`config.mk`:
```
export PLATFORM = sky130hd
export DESIGN_NAME = sync_fifo_param
export DESIGN_NICKNAME = d
export VERILOG_FILES = /design/src/rtl/fifo_pkg.sv /design/src/rtl/fifo_mem_2p.sv /design/src/rtl/sync_fifo_param.sv
export SDC_FILE = /design/constraint.sdc
export NUM_CORES = 1
export LEC_CHECK = 0
export ABC_AREA = 1
export BUFFER_PORTS_ARGS = -buffer_cell sky130_fd_sc_hd__clkbuf_2
export CAP_MARGIN = 20
export CORE_ASPECT_RATIO = 0.8
export CORE_UTILIZATION = 52
export DETAILED_ROUTE_END_ITERATION = 8
export PLACE_DENSITY = 0.8
export SYNTH_ARGS = -nofsm -noshare
export SYNTH_HDL_FRONTEND = slang
export SYNTH_HIERARCHICAL = 1
export SYNTH_SLANG_ARGS = --single-unit
```
`constraint.sdc`:
```
create_clock -name clk -period 2.7 [get_ports clk]
set_clock_uncertainty 0.1 [all_clocks]
set_input_delay 0.135 -clock clk [delete_from_list [all_inputs] [get_ports clk]]
set_output_delay 0.135 -clock clk [all_outputs]
set_load 0.02 [all_outputs]
```
`src/rtl/fifo_pkg.sv`:
```
`default_nettype none
// ------------------------------------------------------------------
// fifo_pkg: sizing helpers and default thresholds shared by FIFO variants.
// Revision: 1.0
// ------------------------------------------------------------------
package fifo_pkg;

    localparam int AF_MARGIN = 4;
    localparam int AE_MARGIN = 4;

    function automatic int clog2(input int n);
        int r;
        r = 0;
        for (int v = n - 1; v > 0; v = v >> 1) begin
            r = r + 1;
        end
        return r;
    endfunction

    // Occupancy needs one bit more than the pointer so that DEPTH itself is representable.
    function automatic int cnt_w(input int depth);
        return clog2(depth) + 1;
    endfunction

    function automatic bit is_pow2(input int n);
        return (n > 0) && ((n & (n - 1)) == 0);
    endfunction

endpackage
`default_nettype wire

```
`src/rtl/fifo_mem_2p.sv`:
```
`default_nettype none
// ------------------------------------------------------------------
// fifo_mem_2p: DATA_W x DEPTH storage, synchronous write, asynchronous read, no reset.
// Revision: 1.0
// ------------------------------------------------------------------
module fifo_mem_2p
    import fifo_pkg::*;
#(
    parameter int DATA_W = 8,
    parameter int DEPTH  = 64
) (
    input  logic                      clk,
    input  logic                      we_i,
    input  logic [clog2(DEPTH)-1:0]   waddr_i,
    input  logic [DATA_W-1:0]         wdata_i,
    input  logic [clog2(DEPTH)-1:0]   raddr_i,
    output logic [DATA_W-1:0]         rdata_o
);

    logic [DATA_W-1:0] mem_q [DEPTH];

    always_ff @(posedge clk) begin
        if (we_i) begin
            mem_q[waddr_i] <= wdata_i;
        end
    end

    assign rdata_o = mem_q[raddr_i];

endmodule
`default_nettype wire

```
`src/rtl/sync_fifo_param.sv`:
```
`default_nettype none
// ------------------------------------------------------------------
// sync_fifo_param: parametrised single-clock FIFO with thresholds, sticky errors and optional FWFT.
// Revision: 1.0
// ------------------------------------------------------------------
module sync_fifo_param
    import fifo_pkg::*;
#(
    parameter int DATA_W    = 8,
    parameter int DEPTH     = 64,
    parameter int AF_THRESH = DEPTH - AF_MARGIN,
    parameter int AE_THRESH = AE_MARGIN,
    parameter bit FWFT      = 1'b0
) (
    input  logic                       clk,
    input  logic                       rst_n,
    input  logic                       wr_en,
    input  logic [DATA_W-1:0]          wr_data,
    input  logic                       rd_en,
    output logic [DATA_W-1:0]          rd_data,
    output logic                       rd_valid,
    input  logic                       clr_err,
    output logic                       full,
    output logic                       empty,
    output logic                       almost_full,
    output logic                       almost_empty,
    output logic [cnt_w(DEPTH)-1:0]    count,
    output logic                       overflow,
    output logic                       underflow
);

    localparam int AW = clog2(DEPTH);
    localparam int CW = cnt_w(DEPTH);
    localparam logic [CW-1:0] FULL_CNT = CW'(DEPTH);
    localparam logic [CW-1:0] AF_CNT   = CW'(AF_THRESH);
    localparam logic [CW-1:0] AE_CNT   = CW'(AE_THRESH);

    if (!is_pow2(DEPTH) || (DEPTH < 4)) begin : g_chk_depth
        $error("sync_fifo_param: DEPTH must be a power of two and >= 4");
    end
    if ((AF_THRESH < 1) || (AF_THRESH > DEPTH)) begin : g_chk_af
        $error("sync_fifo_param: AF_THRESH out of range 1..DEPTH");
    end
    if ((AE_THRESH < 0) || (AE_THRESH > DEPTH - 1)) begin : g_chk_ae
        $error("sync_fifo_param: AE_THRESH out of range 0..DEPTH-1");
    end

    logic [AW-1:0]     wr_ptr_q, wr_ptr_d;
    logic [AW-1:0]     rd_ptr_q, rd_ptr_d;
    logic [CW-1:0]     count_q, count_d;
    logic              ovf_q, ovf_d;
    logic              udf_q, udf_d;
    logic              rd_acc, wr_acc;
    logic [DATA_W-1:0] mem_rdata;

    // A write at full slips in only when a read frees the slot in the same cycle.
    assign rd_acc = rd_en & ~empty;
    assign wr_acc = wr_en & (~full | rd_acc);

    always_comb begin
        wr_ptr_d = wr_ptr_q;
        rd_ptr_d = rd_ptr_q;
        count_d  = count_q;
        ovf_d    = ovf_q;
        udf_d    = udf_q;

        if (wr_acc) begin
            wr_ptr_d = wr_ptr_q + AW'(1);
        end
        if (rd_acc) begin
            rd_ptr_d = rd_ptr_q + AW'(1);
        end

        case ({wr_acc, rd_acc})
            2'b10:   count_d = count_q + CW'(1);
            2'b01:   count_d = count_q - CW'(1);
            default: count_d = count_q;
        endcase

        // A fresh error in the clearing cycle takes priority over the clear.
        if (wr_en && !wr_acc) begin
            ovf_d = 1'b1;
        end else if (clr_err) begin
            ovf_d = 1'b0;
        end
        if (rd_en && !rd_acc) begin
            udf_d = 1'b1;
        end else if (clr_err) begin
            udf_d = 1'b0;
        end
    end

    always_ff @(posedge clk or negedge rst_n) begin
        if (!rst_n) begin
            wr_ptr_q <= '0;
            rd_ptr_q <= '0;
            count_q  <= '0;
            ovf_q    <= 1'b0;
            udf_q    <= 1'b0;
        end else begin
            wr_ptr_q <= wr_ptr_d;
            rd_ptr_q <= rd_ptr_d;
            count_q  <= count_d;
            ovf_q    <= ovf_d;
            udf_q    <= udf_d;
        end
    end

    fifo_mem_2p #(
        .DATA_W (DATA_W),
        .DEPTH  (DEPTH)
    ) u_mem (
        .clk     (clk),
        .we_i    (wr_acc),
        .waddr_i (wr_ptr_q),
        .wdata_i (wr_data),
        .raddr_i (rd_ptr_q),
        .rdata_o (mem_rdata)
    );

    assign count        = count_q;
    assign full         = (count_q == FULL_CNT);
    assign empty        = (count_q == '0);
    assign almost_full  = (count_q >= AF_CNT);
    assign almost_empty = (count_q <= AE_CNT);
    assign overflow     = ovf_q;
    assign underflow    = udf_q;

    if (FWFT) begin : g_fwft
        // Head word is shown directly; masked to zero while empty so stale storage never leaks out.
        assign rd_valid = ~empty;
        assign rd_data  = empty ? '0 : mem_rdata;
    end else begin : g_reg_rd
        logic [DATA_W-1:0] rd_data_q;
        logic              rd_valid_q;

        always_ff @(posedge clk or negedge rst_n) begin
            if (!rst_n) begin
                rd_data_q  <= '0;
                rd_valid_q <= 1'b0;
            end else begin
                rd_valid_q <= rd_acc;
                if (rd_acc) begin
                    rd_data_q <= mem_rdata;
                end
            end
        end

        assign rd_valid = rd_valid_q;
        assign rd_data  = rd_data_q;
    end

endmodule
`default_nettype wire
```
* After elaboration in Yosys (flattened, before gate mapping)
Memories as Yosys holds them, arrays and structs flattened. A register that Yosys moved wholly into a read port is not among the register bits. Cells that the tools add are included.
Storage, ports and cells: flip-flop bits (word level) 22, memory bits (writable) 512, input bits 13, output and inout bits 22, word-level logic and storage cells 36, memories 1
Operators by class: add/subtract/negate cells 4, order comparisons 2, equal/unequal tests 3, muxes and demuxes 6, bitwise gates (word level) 5, reductions and logical operators 9
Memories:
- u_mem.mem_q | depth 64, width 8, read ports 1, clocked after Yosys merged registers in 1, write ports 1, line fifo_mem_2p.sv:20 | logic [DATA_W-1:0] mem_q [DEPTH];
Operators with widths (count):
- one-hot mux 7 bit (2 select lines) | 1
- adder 6 x 1 -> 6 bit (second input constant) | 2
- adder 7 x 1 -> 7 bit (second input constant) | 1
- equality test 7 bit (second input constant) | 1
- >= comparator 7 x 6 -> 1 bit (second input constant) | 1
- <= comparator 7 x 3 -> 1 bit (second input constant) | 1
- zero test 7 bit | 1
- subtractor 7 x 1 -> 7 bit (second input constant) | 1
- nonzero test 2 bit | 3
- 2-to-1 mux 1 bit | 5
- zero test 1 bit | 3
- bitwise AND 1 bit | 2
- equality test 2 x 1 -> 1 bit (second input constant) | 1
- equality test 2 bit (second input constant) | 1
- logical AND 1 bit | 2
- NOT 1 bit | 2
- OR 1 bit | 1

* Longest topological paths before layout
depth after elaboration 8, depth in mapped cells 16, gate-level depth less buffers 16

* Hierarchy
The synthesis kept the hierarchy.
Modules (own cells, without submodules):
- fifo_mem_2p | times used 1, cells each 1797, area each 21179.1 um^2, seq. area each 15374.7 um^2
- sync_fifo_param | times used 1, cells each 181, area each 1555.2 um^2, seq. area each 750.7 um^2

* Worst setup path before layout
No wires, ideal clock.
path kind reg-to-reg, from reg count_q[0] (netlist: count[0]), to mem u_mem.mem_q[50][0], enable pin, setup time 0.395 ns, data arrival time 2.398 ns, required time 2.205 ns, setup slack -0.193 ns, stages on the path, launching flop included 10, path buffers 1, period minus slack after synthesis 2.893 ns, cell sequence dfrtp_1 inv_1 nand2_1 nor2_1 nand3_2 nand2_1 inv_1 clkbuf_1 nand4_1 nor4_1
On the way: word-level cells in the longest chain between the ends 7, elaborated cells on any way between the ends 9, classes of those cells eq/ne (1); mux (2); bitwise (5); reduce/logical (1)
Ends and longest elaborated chain:
- from (decl) | line sync_fifo_param.sv:50 | logic [CW-1:0] count_q, count_d;
- from (signal assigned) | line sync_fifo_param.sv:103 | count_q <= count_d;
- zero test 7 bit | line sync_fifo_param.sv:123 | assign empty = (count_q == '0);
- NOT 1 bit | line sync_fifo_param.sv:57 | assign rd_acc = rd_en & ~empty;
- bitwise AND 1 bit | line sync_fifo_param.sv:57
- OR 1 bit * | line sync_fifo_param.sv:58 | assign wr_acc = wr_en & (~full | rd_acc);
- bitwise AND 1 bit * | line sync_fifo_param.sv:58
- via wr_acc | line sync_fifo_param.sv:53 | logic rd_acc, wr_acc;
- 2-to-1 mux 1 bit * | line fifo_mem_2p.sv:23 | if (we_i) begin
- 2-to-1 mux 1 bit (implied by the code) * | line fifo_mem_2p.sv:24 | mem_q[waddr_i] <= wdata_i;
- to (decl) | line fifo_mem_2p.sv:20
Mark *: on every way through the listed nets, which the timed path passes. The rest lies on a longest branch.

* Final worst setup path
from reg count_q[1] (netlist: count[1]), to reg count_q[5] (netlist: count[5])
On the way: word-level cells in the longest chain between the ends 7, elaborated cells on any way between the ends 13, classes of those cells add/sub (2); eq/ne (3); mux (1); bitwise (5); reduce/logical (2)
Ends and longest elaborated chain:
- zero test 7 bit | line sync_fifo_param.sv:123
- NOT 1 bit | line sync_fifo_param.sv:57
- bitwise AND 1 bit | line sync_fifo_param.sv:57
- OR 1 bit | line sync_fifo_param.sv:58
- bitwise AND 1 bit | line sync_fifo_param.sv:58
- equality test 2 x 1 -> 1 bit / equality test 2 bit (equally long branches) | line sync_fifo_param.sv:74 | case ({wr_acc, rd_acc})
- one-hot mux 7 bit (2 select lines) / nonzero test 2 bit (equally long branches)
Several ways; a longest one is shown, not always the timed one. A chain may end at the register's enable or synchronous reset.

==> impl_metrics.env <==
export IMPL_synth_flop_cell="edfxtp_1"
export IMPL_power_switching_share=0.3849
export IMPL_p_int_mw=16.40
export IMPL_dr_pass1_iters=5
export IMPL_cts_resized=0
export IMPL_rr_startpoint="count[1]"
export IMPL_reg2reg_to="count[5]"
export IMPL_synth_compound_area_share=0.003687
export IMPL_powerDensity_nw_per_um2=1043
export IMPL_syn_avg_cell_area_um2=11.49
export IMPL_endpoint_kind="register"
export IMPL_max_freq_ghz=0.4066
export IMPL_synth_top_area_share=0.6763
export IMPL_drt_wl_total_um=56780
export IMPL_design_core_area_um2=43140
export IMPL_clkPwrFrac=0.260
export IMPL_cp_common_cell="nand2_1"
export IMPL_grt_total_usage=0.2551
export IMPL_initial_core_util=0.5270
export IMPL_slowest_stage="dfrtp_1"
export IMPL_final_layout_size_suffix_gt1_frac=0.1090
export IMPL_die_height_um=189.0
export IMPL_synthCells=1978
export IMPL_synth_edff_count=512
export IMPL_async_flop_share=0.05535
export IMPL_cp_start_kind="register"
export IMPL_worst_slew_pin_slew_ns=0.8296
export IMPL_synthAdderAreaFrac=0.004733
export IMPL_rsz0062_at_grt="false"
export IMPL_dieWidth_um=235.8
export IMPL_htree_levels=2
export IMPL_hold_violations=0
export IMPL_num_nets_final=2091
export IMPL_muxShareOfSynthArea=0
export IMPL_crit_type="reg2reg"
export IMPL_instances_no_fill=2671
export IMPL_yosys_area_top_type="edfxtp_1"
export IMPL_placed_cells=2567
export IMPL_clockRootBuffer="clkbuf_16"
export IMPL_wl_met1_um=22760
export IMPL_grt_max_degree=139
export IMPL_p_switching_mw=10.27
export IMPL_cp_depth=14
export IMPL_drt_vias_per_instance=5.907
export IMPL_overflow=0
export IMPL_crit_path_end="count[5]"
export IMPL_clk_latency_ns=0.57
export IMPL_top_layer="met4"
export IMPL_seq_power_share=0.375
export IMPL_ys_ff_latch=542
export IMPL_setup_viol=0
export IMPL_cpPeakStageDelay_ns=0.43
export IMPL_min_period_ns=2.459
export IMPL_wire_per_inst_um=21.26
export IMPL_routabilityCongestion=0.9603
export IMPL_grt_antenna_before_repair=0
export IMPL_leakage_nw=9.629
export IMPL_grt_pass1_wl_um=86960
export IMPL_cts_tree="done"
export IMPL_met3_length_um=7133
export IMPL_rows=68
export IMPL_syn_area_um2=22730
export IMPL_ant_nets=0
export IMPL_ir_drop_v=0.001285
export IMPL_maxSlewViolCount=0
export IMPL_antenna_cells=0
export IMPL_dp_hpwl_um=33140
export IMPL_arrival_ns=2.81
export IMPL_wl_met2_um=25380
export IMPL_path_delay_family="simple AND/OR/NAND/NOR gates"
export IMPL_synthTopCellsByCount="nand2_1, edfxtp_1, nand3_1, nor2_1, buf_2"
export IMPL_crit_path_cell_trace="nor2_1 > nand2_1 > o21ai_2 > inv_2 > nand2_4 > inv_1 > ha_1 > a21oi_1 > nand2_1 > nand2_1 > nand2_1 > xor2_1 > nand2_1 > o21ai_1"
export IMPL_clk_pin_slew_ns=0.06
export IMPL_num_vias=15778
export IMPL_die_area_um2=44570
export IMPL_synth_cell_types=33
export IMPL_slew_headroom=0.4463
export IMPL_maxCapViolCount=0
export IMPL_crit_required_ns=3.05
export IMPL_min_path_type="in2reg"
export IMPL_synth_xor_area_share=0.005394
export IMPL_drc=0
export IMPL_syn_nets=1999
export IMPL_yosysMostFrequentCell="nand2_1"
export IMPL_startpoint="count[1]"
export IMPL_yosys_warnings=6
export IMPL_p_comb_frac=0.364
export IMPL_yosys_top_cells_area="edfxtp_1, nand2_1, nand3_1, dfrtp_1, buf_6"
export IMPL_syn_to_final_growth_pct=12.41
export IMPL_crit_path_max_fanout=16
export IMPL_drt_iter0_drc=2363
export IMPL_boundaryPins=35
export IMPL_synthSimpleGateAreaFrac=0.2335
export IMPL_total_power_mw=26.67
export IMPL_cp_num_buf_inv=2
export IMPL_worst_r2r_path_depth=14
export IMPL_status="completed"
export IMPL_grt_pass1_vias=15151
export IMPL_portBuffers=34
export IMPL_synth_seq_area_share=0.7093
export IMPL_clock_path_buffers=3
export IMPL_synth_top_family_by_area="simple AND/OR/NAND/NOR gates"
export IMPL_r2r_slack_ns=0.24
export IMPL_numCtsBuffers=50
export IMPL_finalCritPeriodShare=0.9109
export IMPL_cts_sinks=542
## cell families (layout without fill, tap and decap cells)
| group | Yosys count | in the layout |
|---|---|---|
| simple gates | 1244 | 1244 |
| xor+xnor | 14 | 14 |
| flops | 542 | 542 |
| fa+ha+maj | 8 | 8 |
| compound gates | 14 | 14 |
| buf+inv | 156 | 289 |
## state kept, by name, summed over array words and instances, names as in the netlist
| signal | cells |
|---|---|
| underflow | 1 |
| wr_ptr_q | 6 |
| rd_ptr_q | 6 |
| count | 7 |
| u_mem/mem_q | 512 |
| rd_valid | 1 |
| overflow | 1 |
| rd_data | 8 |
## worst min-delay path by stage
stage | slack [ns] | start | depth (start not counted) | endpoint
2_1_floorplan | -0.26 | rst_n | 0 | count[0]
3_3_place_gp | 0.14 | rst_n | 1 | rd_data[3]
3_5_place_dp | 0.15 | rst_n | 1 | rd_data[3]
4_1_cts | 0.00006 | wr_data[5] | 2 | u_mem/mem_q[15][5]
5_1_grt | 0.004 | wr_data[5] | 2 | u_mem/mem_q[8][5]
6_report | 0.0007 | wr_data[6] | 2 | u_mem/mem_q[14][6]
## power groups by stage
stage	sequential (mW)	clock [mW]	combinational (mW)
6_report	10.0	6.94	9.71
5_1_grt	10.1	7.35	10.5
4_1_cts	10.0	7.02	9.45
3_5_place_dp	10.2	0	9.35
3_3_place_gp	10.2	0	9.16
2_1_floorplan	10.2	0	6.65
## layer usage
metal / vias up / GRT usage
met1: 7477 / 0.3761
met2: 1081 / 0.3835
li1: 7079 / -
met5: - / 0
met4: 0 / 0.07642
met3: 141 / 0.05278
## worst reg2reg max path: cells and delay by family (launching register included)
kind,cells,cell delay [ns]
fa+ha+maj,1,0.37
flops,1,0.43
simple gates,7,0.65
xor+xnor,1,0.14
compound gates,3,0.41
buf+inv,2,0.25
## area by class of cell
type / count / area (µm²)
timing repair buffer: 156 / 1336
multi-input combinational: 1280 / 5622
tap: 560 / 700.7
clock inverter: 24 / 188.9
inverter: 40 / 157.7
clock buffer: 69 / 1416
fill: 3259 / 17580
sequential: 542 / 16130
## per-stage QoR
step / utilization / setup TNS, ns / hold slack [ns] / cell area (µm²) / worst slack, ns
after CTS: 0.5923 / 0 / 0.00006362 / 25550 / 0.1174
after global routing: 0.5924 / 0 / 0.004044 / 25560 / 0.04466
after detailed placement: 0.5527 / 0 / 0.1496 / 23840 / 0.1803
final: 0.5924 / 0 / 0.0006995 / 25560 / 0.2407
after floorplan: - / -12.32 / -0.2606 / 22730 / -0.1926
after global placement: 0.5527 / 0 / 0.1353 / 23840 / 0.2480
## timing repair
item | in CTS | in global routing
setup buffers | 0 | 1
hold buffers | 10 | 0
setup endpoints to repair | 0 | 48
endpoints found under the hold margin | 120 | 0
## placed cells by master, fill, tap and decap left out, drive strengths merged, types with 9 or more instances in the layout
cell type,count
nand2,708
edfxtp,512
nand3,445
buf,112
clkbuf,103
nor2,64
inv,40
dfrtp,30
clkinv,19
nand4,16
dlygate4sd3,10
nor4,9
Power figures use the tool's default switching activity.
